<file path="src/rtl/pipe_pkg.sv">
// ---------------------------------------------------------------------------
// pipe_pkg
// Shared definitions for the multi-lane pipeline writeback path.
//   - Default datapath widths (word and register address).
//   - Named constants for the writeback source select, write enable and
//     zero values used when clearing pipeline entries.
//   - wb_lane_t: one writeback lane as it leaves the MEM stage.
//   - skid_state_t: occupancy states of the MEM->WB skid buffer.
//   - state_occ(): maps a skid state to its entry count.
// ---------------------------------------------------------------------------
package pipe_pkg;

    localparam int PipeDataW = 32;
    localparam int PipeAddrW = 5;

    localparam logic [PipeDataW-1:0] ZeroWord     = '0;
    localparam logic [PipeAddrW-1:0] ZeroRegAddr  = '0;
    localparam logic                 LwAluSrc     = 1'b0;
    localparam logic                 LwMemSrc     = 1'b1;
    localparam logic                 WriteEnable  = 1'b1;
    localparam logic                 WriteDisable = 1'b0;

    // One writeback lane at the default pipeline widths.
    typedef struct packed {
        logic                 lwsrc;  // LwMemSrc: DM data, LwAluSrc: ALU/mov result
        logic [PipeAddrW-1:0] waddr;
        logic                 we;
        logic [PipeDataW-1:0] alu;
        logic [PipeDataW-1:0] dm;
    } wb_lane_t;

    typedef enum logic [1:0] {
        EMPTY = 2'd0,
        ONE   = 2'd1,
        TWO   = 2'd2
    } skid_state_t;

    function automatic logic [1:0] state_occ(input skid_state_t s);
        case (s)
            ONE:     return 2'd1;
            TWO:     return 2'd2;
            default: return 2'd0;
        endcase
    endfunction

endpackage

</file>
<file path="src/rtl/wb_lane_resolve.sv">
// ---------------------------------------------------------------------------
// wb_lane_resolve
// Purely combinational resolution of one writeback bundle:
//   - selects DM read data or the ALU/mov result per lane,
//   - masks writes to r0,
//   - masks intra-bundle write-after-write so only the highest-numbered
//     lane writing a given register keeps its enable.
// Ports:
//   valid      in   bundle is valid; all enables and data are 0 otherwise
//   lwsrc      in   LANES         per-lane source select
//   waddr      in   LANES*ADDR_W  per-lane destination register
//   we         in   LANES         per-lane raw write enable
//   alu        in   LANES*DATA_W  per-lane ALU/mov result
//   dm         in   LANES*DATA_W  per-lane DM read data
//   out_we     out  LANES         per-lane resolved write enable
//   out_wdata  out  LANES*DATA_W  per-lane resolved writeback data
// ---------------------------------------------------------------------------
module wb_lane_resolve
    import pipe_pkg::*;
#(
    parameter int DATA_W = PipeDataW,
    parameter int ADDR_W = PipeAddrW,
    parameter int LANES  = 2
) (
    input  logic                      valid,
    input  logic [LANES-1:0]          lwsrc,
    input  logic [LANES*ADDR_W-1:0]   waddr,
    input  logic [LANES-1:0]          we,
    input  logic [LANES*DATA_W-1:0]   alu,
    input  logic [LANES*DATA_W-1:0]   dm,
    output logic [LANES-1:0]          out_we,
    output logic [LANES*DATA_W-1:0]   out_wdata
);

    logic [LANES-1:0] waw_kill;

    // NOTE: every variable driven here gets a default before any conditional
    // assignment, so no path leaves a value held and no latch is inferred.
    always_comb begin
        waw_kill  = '0;
        out_we    = '0;
        out_wdata = '0;
        for (int i = 0; i < LANES; i++) begin
            // A later lane writing the same register shadows this one.
            for (int j = i + 1; j < LANES; j++) begin
                if ((we[j] == WriteEnable) &&
                    (waddr[j*ADDR_W +: ADDR_W] == waddr[i*ADDR_W +: ADDR_W])) begin
                    waw_kill[i] = 1'b1;
                end
            end

            out_we[i] = valid && (we[i] == WriteEnable) && !waw_kill[i] &&
                        (waddr[i*ADDR_W +: ADDR_W] != ADDR_W'(ZeroRegAddr));

            if (!valid) begin
                out_wdata[i*DATA_W +: DATA_W] = DATA_W'(ZeroWord);
            end else if (lwsrc[i] == LwMemSrc) begin
                out_wdata[i*DATA_W +: DATA_W] = dm[i*DATA_W +: DATA_W];
            end else begin
                out_wdata[i*DATA_W +: DATA_W] = alu[i*DATA_W +: DATA_W];
            end
        end
    end

endmodule

</file>
<file path="src/rtl/mem_wb_skid_stage.sv">
// ---------------------------------------------------------------------------
// mem_wb_skid_stage
// MEM->WB pipeline stage holding up to two writeback bundles (main + skid)
// behind a valid/ready handshake, with flush. The main entry drives the
// outputs; wb_lane_resolve turns it into per-lane write enables and data.
// in_ready is registered so the upstream path never sees out_ready
// combinationally.
// Ports:
//   clk, rst    clock and synchronous active-high reset
//   flush       drop every buffered and incoming bundle this cycle
//   in_valid    MEM bundle valid          in_ready   stage can accept
//   in_lwsrc    per-lane source select    in_waddr   per-lane dest register
//   in_we       per-lane write enable     in_alu     per-lane ALU/mov result
//   in_dm       per-lane DM read data
//   out_valid   WB bundle valid           out_ready  WB consumer accepts
//   out_waddr   per-lane dest register    out_we     per-lane resolved enable
//   out_wdata   per-lane resolved data    occ        entries held (0..2)
// ---------------------------------------------------------------------------
module mem_wb_skid_stage
    import pipe_pkg::*;
#(
    parameter int DATA_W = PipeDataW,
    parameter int ADDR_W = PipeAddrW,
    parameter int LANES  = 2
) (
    input  logic                      clk,
    input  logic                      rst,
    input  logic                      flush,
    input  logic                      in_valid,
    output logic                      in_ready,
    input  logic [LANES-1:0]          in_lwsrc,
    input  logic [LANES*ADDR_W-1:0]   in_waddr,
    input  logic [LANES-1:0]          in_we,
    input  logic [LANES*DATA_W-1:0]   in_alu,
    input  logic [LANES*DATA_W-1:0]   in_dm,
    output logic                      out_valid,
    input  logic                      out_ready,
    output logic [LANES*ADDR_W-1:0]   out_waddr,
    output logic [LANES-1:0]          out_we,
    output logic [LANES*DATA_W-1:0]   out_wdata,
    output logic [1:0]                occ
);

    // Lane entry at this instance's widths.
    typedef struct packed {
        logic              lwsrc;
        logic [ADDR_W-1:0] waddr;
        logic              we;
        logic [DATA_W-1:0] alu;
        logic [DATA_W-1:0] dm;
    } lane_t;

    typedef lane_t [LANES-1:0] bundle_t;

    localparam lane_t LaneClear = '{
        lwsrc: LwAluSrc,
        waddr: ADDR_W'(ZeroRegAddr),
        we:    WriteDisable,
        alu:   DATA_W'(ZeroWord),
        dm:    DATA_W'(ZeroWord)
    };
    localparam bundle_t BundleClear = {LANES{LaneClear}};

    skid_state_t state_q, state_d;
    bundle_t     main_q,  main_d;
    bundle_t     skid_q,  skid_d;
    logic        in_ready_q, in_ready_d;

    bundle_t     in_bundle;
    logic        accept;
    logic        retire;

    logic [LANES-1:0]        main_lwsrc;
    logic [LANES-1:0]        main_we;
    logic [LANES*DATA_W-1:0] main_alu;
    logic [LANES*DATA_W-1:0] main_dm;

    // ---------------- packing between buses and lane entries ----------------
    always_comb begin
        in_bundle  = BundleClear;
        main_lwsrc = '0;
        main_we    = '0;
        main_alu   = '0;
        main_dm    = '0;
        out_waddr  = '0;
        for (int i = 0; i < LANES; i++) begin
            in_bundle[i].lwsrc = in_lwsrc[i];
            in_bundle[i].waddr = in_waddr[i*ADDR_W +: ADDR_W];
            in_bundle[i].we    = in_we[i];
            in_bundle[i].alu   = in_alu[i*DATA_W +: DATA_W];
            in_bundle[i].dm    = in_dm[i*DATA_W +: DATA_W];

            main_lwsrc[i]                  = main_q[i].lwsrc;
            main_we[i]                     = main_q[i].we;
            main_alu[i*DATA_W +: DATA_W]   = main_q[i].alu;
            main_dm[i*DATA_W +: DATA_W]    = main_q[i].dm;
            out_waddr[i*ADDR_W +: ADDR_W]  = main_q[i].waddr;
        end
    end

    assign out_valid = (state_q != EMPTY);
    assign occ       = state_occ(state_q);
    assign in_ready  = in_ready_q;
    assign accept    = in_valid && in_ready_q;
    assign retire    = out_valid && out_ready;

    // ---------------- next-state and entry movement ----------------
    // Entries are cleared whenever they become empty so the outputs read 0
    // while out_valid is low.
    always_comb begin
        state_d = state_q;
        main_d  = main_q;
        skid_d  = skid_q;

        case (state_q)
            EMPTY: begin
                if (accept) begin
                    state_d = ONE;
                    main_d  = in_bundle;
                end
            end
            ONE: begin
                if (accept && retire) begin
                    main_d = in_bundle;
                end else if (accept) begin
                    state_d = TWO;
                    skid_d  = in_bundle;
                end else if (retire) begin
                    state_d = EMPTY;
                    main_d  = BundleClear;
                end
            end
            TWO: begin
                // in_ready is low here, so only a retire can move things.
                if (retire) begin
                    state_d = ONE;
                    main_d  = skid_q;
                    skid_d  = BundleClear;
                end
            end
            default: begin
                state_d = EMPTY;
                main_d  = BundleClear;
                skid_d  = BundleClear;
            end
        endcase

        if (flush) begin
            state_d = EMPTY;
            main_d  = BundleClear;
            skid_d  = BundleClear;
        end

        in_ready_d = (state_d != TWO);
    end

    // NOTE: state is updated with non-blocking assignments so every flop
    // samples pre-edge values regardless of statement order.
    always_ff @(posedge clk) begin
        if (rst) begin
            state_q    <= EMPTY;
            // NOTE: the two entries are reset, not just the state, because
            // their contents are visible on out_waddr/out_wdata.
            main_q     <= BundleClear;
            skid_q     <= BundleClear;
            in_ready_q <= 1'b0;
        end else begin
            state_q    <= state_d;
            main_q     <= main_d;
            skid_q     <= skid_d;
            in_ready_q <= in_ready_d;
        end
    end

    // ---------------- per-lane writeback resolution ----------------
    wb_lane_resolve #(
        .DATA_W (DATA_W),
        .ADDR_W (ADDR_W),
        .LANES  (LANES)
    ) u_resolve (
        .valid     (out_valid),
        .lwsrc     (main_lwsrc),
        .waddr     (out_waddr),
        .we        (main_we),
        .alu       (main_alu),
        .dm        (main_dm),
        .out_we    (out_we),
        .out_wdata (out_wdata)
    );

endmodule

</file>
<file path="config.mk">
export PLATFORM = sky130hd
export DESIGN_NAME = mem_wb_skid_stage
export DESIGN_NICKNAME = d
export VERILOG_FILES = /design/src/rtl/pipe_pkg.sv /design/src/rtl/wb_lane_resolve.sv /design/src/rtl/mem_wb_skid_stage.sv
export SDC_FILE = /design/constraint.sdc
export NUM_CORES = 1
export LEC_CHECK = 0
export CAP_MARGIN = 10
export CORE_ASPECT_RATIO = 0.75
export CORE_MARGIN = 8
export CORE_UTILIZATION = 50
export CTS_CLUSTER_DIAMETER = 60
export DETAILED_ROUTE_END_ITERATION = 12
export PLACE_DENSITY = 0.8
export SYNTH_ARGS = -nofsm -noshare
export SYNTH_HDL_FRONTEND = slang
export SYNTH_SLANG_ARGS = --single-unit
</file>
<file path="constraint.sdc">
create_clock -name clk -period 1.7 [get_ports clk]
set_input_delay 0.51 -clock clk [delete_from_list [all_inputs] [get_ports clk]]
set_output_delay 0.51 -clock clk [all_outputs]
set_load 0.005 [all_outputs]
</file>
### After elaboration in Yosys (flattened, before gate mapping)

Index checks and enable logic that the tools add are counted.

* input bits: 147
* word-level logic and storage cells: 71
* memories kept: 0
* memory bits (read-only): 0
* RAM bits: 0
* output and inout port bits: 80
* bits in latches: 0
* register bits after elaboration: 287

* div/mod/pow operators: 0
* bitwise gates (word level): 1
* eq/ne operators: 10
* mux-type cells: 21
* reduce and logical (&&, ||, !) cells: 17
* shifts and indexed selects: 0
* $mul: 0
* magnitude comparators: 0
* add/subtract/negate cells: 0

Operator list (count)
* two-way mux 142 bit: 6
* one-hot mux 142 bit (3 select lines): 2
* two-way mux 32 bit: 4
* two-way mux 2 bit: 6
* != test 2 bit, second input constant: 5
* nonzero test 5 bit: 2
* logical AND 1 bit: 9
* AND reduction 4 bit: 2
* != test 3 bit, second input constant: 2
* one-hot mux 2 bit (3 select lines): 1
* == test 5 bit: 1
* one-hot mux 2 bit (2 select lines): 1
* == test 2 x 1 -> 1 bit, second input constant: 1
* == test 2 bit, second input constant: 1
* logical NOT 2 bit: 1
* nonzero test 2 bit: 1
* OR reduction 2 bit: 1
* logical NOT 1 bit: 1
* two-way mux 1 bit: 1
* inverter 1 bit: 1

### Longest topological paths before layout

* word-level depth: 8
* mapped depth: 8
* gate-level depth less buffers: 5

### By module

A second synthesis with hierarchy kept.

* cells, all modules: 1615
* area, all modules: 15466.1 µm²

By module, submodules not included
* mem_wb_skid_stage: area each 14246.2 µm², instances 1, cells an instance 1461
* wb_lane_resolve: area each 1219.9 µm², instances 1, cells an instance 154

### Worst setup path after synthesis

OpenSTA, ideal clock, no wires.

* path type: flip-flop to output port
* from: register state_q[1]
* to: output out_wdata[0]
* path buffers: 3
* arrival: 1212 ps
* data required time: 1190 ps
* setup slack: -22 ps
* stages on the path, launching flop included: 6
* path through: dfxtp_1 > buf_4 > nor2_1 > clkbuf_1 > buf_1 > nor2_1

* word-level cells in the longest chain between the ends: 2

Ends and longest elaborated chain
* start, declared: line mem_wb_skid_stage.sv:64 `skid_state_t state_q, state_d;`
* start signal, assigned: line mem_wb_skid_stage.sv:168 `state_q <= state_d;`
* nonzero test 2 bit: line mem_wb_skid_stage.sv:101 `assign out_valid = (state_q != EMPTY);`
* two-way mux 32 bit: line wb_lane_resolve.sv:55 `if (!valid) begin`
* end, declared: line mem_wb_skid_stage.sv:40 `output logic [LANES*DATA_W-1:0] out_wdata,`

No other way between the ends.

### Worst setup path in the final report

* from: register main_q, in the netlist main_lwsrc[1]
* to: output out_wdata[53]

* word-level cells in the longest chain between the ends: 2

Ends and longest elaborated chain
* start, declared: line mem_wb_skid_stage.sv:65 `bundle_t main_q, main_d;`
* start signal, assigned: line mem_wb_skid_stage.sv:164 `main_q <= BundleClear;`
* start signal, assigned: line mem_wb_skid_stage.sv:169 `main_q <= main_d;`
* two-way mux 32 bit: line wb_lane_resolve.sv:57 `end else if (lwsrc[i] == LwMemSrc) begin`
* two-way mux 32 bit: line wb_lane_resolve.sv:55

No other way between the ends.

==> results.py <==
metrics = {
    "clock_tree": {
        "clock_tree_from_tritoncts": "done",
        "cts_clock_pin_slew_for_the_worst_setup_and_hold_paths_ns": 0.06,
        "htree_num_levels": 1,
        "tritoncts_num_sinks": 287,
        "cts-buffers-inserted": 31,
        "clock_tree.buffer_depth": 3,
        "clock-root-buffer": "clkbuf_16",
        "clock_insertion_delay_worst_skew_ns": 0.59,
    },
    "critical_path": {
        "timing.reg2reg.setup_slack_ns": -0.34,
        "sequence_of_cells_on_the_critical_path": "buf_12 -> buf_12 -> buf_4 -> mux2i_2 -> nor2_2 -> buf_2",
        "timing.critical_path.depth": 6,
        "worst-r2r-cell-count": 13,
        "crit_top_cell": "buf_12",
        "timing.critical_path.required_ns": 1.19,
        "timing_worst_setup_path_type": "flip-flop to output port",
        "r2r_start": "state_q[0]",
        "cp_top_family": "buffers and inverters",
        "worst_ep_arrival_time_ns": 1.88,
        "max_stage_delay_ns": 0.37,
        "crit-reg2reg-capture": "main_alu[48]",
        "path_max_fanout": 6,
        "critical_path.n_buffers_inverters": 4,
        "crit_slowest_cell": "dfxtp_4",
        "critical_path_capture_point_type": "output port",
        "nature_of_the_critical_path_startpoint": "flip-flop",
    },
    "power_and_ir_drop": {
        "power-per-cell-area_mw_per_mm2": 765,
        "pwr-share-clk": 0.418,
        "combPwrFrac": 0.188,
        "switching_power_mw": 4.68,
        "switching_share": 0.266,
        "sequentialPowerShare": 0.394,
        "internal_power_mw": 12.9,
        "ir_worst_vdd_mv": 0.707,
        "sum_of_internal_switching_and_leakage_power_mw": 17.6,
        "p_leak_nw": 7.82,
    },
    "global_route": {
        "use_met3": 0.0484,
        "grt_pass1_wl_um": 83200,
        "vias_in_the_first_global_route": 14300,
        "remaining_overflow_grt": 0,
        "gr-max-usage-layer": "met2",
        "grt.total_usage": 0.286,
        "antenna_found_initial": 8,
        "use_met2": 0.467,
        "gr-usage-met1": 0.375,
        "grt_start_max_net_pins": 82,
    },
    "worst_hold_path": {
        "min_delay_path_depth": 3,
        "whs_endpoint": "state_q[1]",
        "hold_path_class": "primary input to flip-flop",
        "worst_hold_startpoint": "in_valid",
    },
    "timing": {
        "final-max-slew-violation-count": 0,
        "crit_path_time_final_ns": 2.39,
        "clock_skew_ns": 0.0197,
        "setup_viol_count_final": 323,
        "layout_worst_path_cycle_share": 1.41,
        "max_slew_headroom": 0.692,
        "final_critical_path_setup_slack_ns": -0.692,
        "max_slew.worst_pin.slew_ns": 0.461,
        "timing.fmax_ghz": 0.418,
        "final_hold_viol_count": 0,
        "grt_setup_unrepaired": "yes",
    },
    "synthesis": {
        "ys_seq_elements": 287,
        "async_sr_flop_fraction": 0,
        "synthesis.instances": 1615,
        "most_used_flip_flop_cell_after_synthesis": "dfxtp_1",
        "synth.area.mux_share": 0.234,
        "largest_family_of_logic_cells_by_synthesized_area": "multiplexers",
        "synth_top_area_frac": 0.385,
        "synth_seq_area_share": 0.385,
        "synth-simple-area-share": 0.154,
        "yosys-top-cells-area": "dfxtp_1, mux2i_1, nor2_1",
        "synth_adder_area_share": 0,
        "synth_area_per_cell_um2": 9.25,
        "synth-edff-count": 0,
        "area_share_of_xor_xnor_cells_in_the_synthesized_design": 0.00293,
        "yosys.area.top_type": "dfxtp_1",
        "synth_area_mm2": 0.0149,
        "synthDistinctLibCells": 35,
        "synth-compound-area-share": 0.160,
        "synthesis.nets": 1762,
        "yosysWarningCount": 0,
    },
    "finish": {
        "final_layout_fill_cell_count": 1665,
        "nNetsFinal": 2093,
        "final_util": 0.786,
        "final_common_cell": "nor2_1",
        "fraction_of_layout_cells_with_a_size_suffix_above_1": 0.318,
        "area.growth.synth_to_final_pct": 53.9,
        "mostFrequentLayoutCells": "nor2_1, mux2i_1, dfxtp_1",
    },
    "placement": {
        "numPortBuffers": 226,
        "dp_hpwl_um": 30300,
        "routability_congestion_estimate_from_global_placement": 0.822,
    },
    "status": {
        "violations_in_the_final_reports": "negative setup slack",
        "outcome": "complete, but fails checks",
    },
    "drt": {
        "post-route-drc-count": 0,
        "drt_pass1_iterations": 5,
        "via_per_inst": 6.14,
        "detailedRoute.firstIterationViolations": 1403,
        "drt-total-wl_um": 59500,
        "detailroute.via_count": 14600,
        "ant_nets": 0,
        "detail_route.wl_per_cell_um": 25.1,
    },
    "floorplanning": {
        "initial_utilization": 0.511,
        "area_enclosed_by_the_die_boundary_mm2": 0.0357,
        "core.rowCount": 54,
        "top_level_ports": 227,
        "fp.dieH_um": 166,
        "core_area_mm2": 0.0293,
        "die-width_um": 216,
    },
    "run": {
        "max-cap-violations": 0,
    },
}
[what timing repair did]
action / CTS / global route
endpoints found under the setup margin: 358 / 365
gates resized for setup: 552 / 283
cloned: 38 / 15
pin swaps: 34 / 151
buffers inserted: 68 / 37
hold buffers: 0 / 0
[worst max-delay path by stage]
stage	slack, ns	to	start
2_1_floorplan	0.03	main_alu[32]	out_ready
3_3_place_gp	-0.48	skid_q[111]	in_valid
3_5_place_dp	-0.57	main_alu[5]	out_ready
4_1_cts	-0.66	out_we[0]	out_waddr[3]
5_1_grt	-0.72	out_wdata[53]	main_lwsrc[1]
6_report	-0.69	out_wdata[53]	main_lwsrc[1]
[state kept, by name, indices dropped and copies added, names as in the netlist]
name        count
skid_q        142
main_alu       64
main_dm        64
out_waddr      10
main_lwsrc      2
main_q          2
state_q         2
in_ready        1
[cells in the mapped netlist (4+ instances only)]
| cell | count |
|---|---|
| and2_1 | 142 |
| o2bb2ai_1 | 142 |
| buf_4 | 29 |
| a22oi_1 | 142 |
| buf_2 | 55 |
| buf_6 | 18 |
| nor2_1 | 351 |
| mux2i_1 | 349 |
| dfxtp_1 | 287 |
| xor2_1 | 4 |
| buf_1 | 13 |
| clkbuf_1 | 55 |
[worst min-delay path, cell delays in order]
cell	delay, ns
dlymetal6s2s_1	0.19
nand3_1	0.15
a211oi_1	0.10
[power by group through the flow]
stage	logic [mW]	clock network (mW)	registers, mW
floorplan	1.12	0	7.02
global placement	2.04	0	7.03
detailed placement	2.08	0	7.04
CTS	2.86	7.35	6.89
global route	3.43	7.70	6.93
finish	3.31	7.34	6.93
[cell families after synthesis]
| group | after synthesis |
|---|---|
| AOI/OAI and AO/OA | 294 |
| xor gates and xnor gates | 5 |
| buffers and inverters | 172 |
| DFF | 287 |
| muxes | 349 |
| and+or+nand+nor | 508 |
[per-stage QoR]
stage	setup TNS [ns]	hold slack, ns	setup slack [ns]	std cells	instance area [um2]
floorplan	0	0.460	0.0287	1615	15000
global placement	-132.01	0.470	-0.480	2170	18100
detailed placement	-151.56	0.483	-0.572	2170	18100
CTS	-92.60	0.466	-0.664	2333	21400
global route	-81.52	0.420	-0.716	2369	23000
finish	-67.56	0.412	-0.692	2369	23000
[layer usage]
| layer | share of wire | wire length, um |
|---|---|---|
| met5 | 0.00045 | 27 |
| met2 | 0.48 | 28400 |
| met1 | 0.40 | 24000 |
| met4 | 0.043 | 2590 |
| met3 | 0.074 | 4430 |
[area by class of cell]
class / count / area, um2 / area share
Tap cell: 392 / 490 / 0.0213
Multi-Input combinational cell: 1158 / 9650 / 0.420
Antenna cell: 6 / 15.0 / 0.000653
Clock buffer: 46 / 922 / 0.0401
Timing Repair Buffer: 466 / 5940 / 0.258
Sequential cell: 287 / 5790 / 0.252
Clock inverter: 12 / 181 / 0.00789
Inverter: 2 / 10.0 / 0.000435
Note: power is estimated with default switching activity, not from simulation.
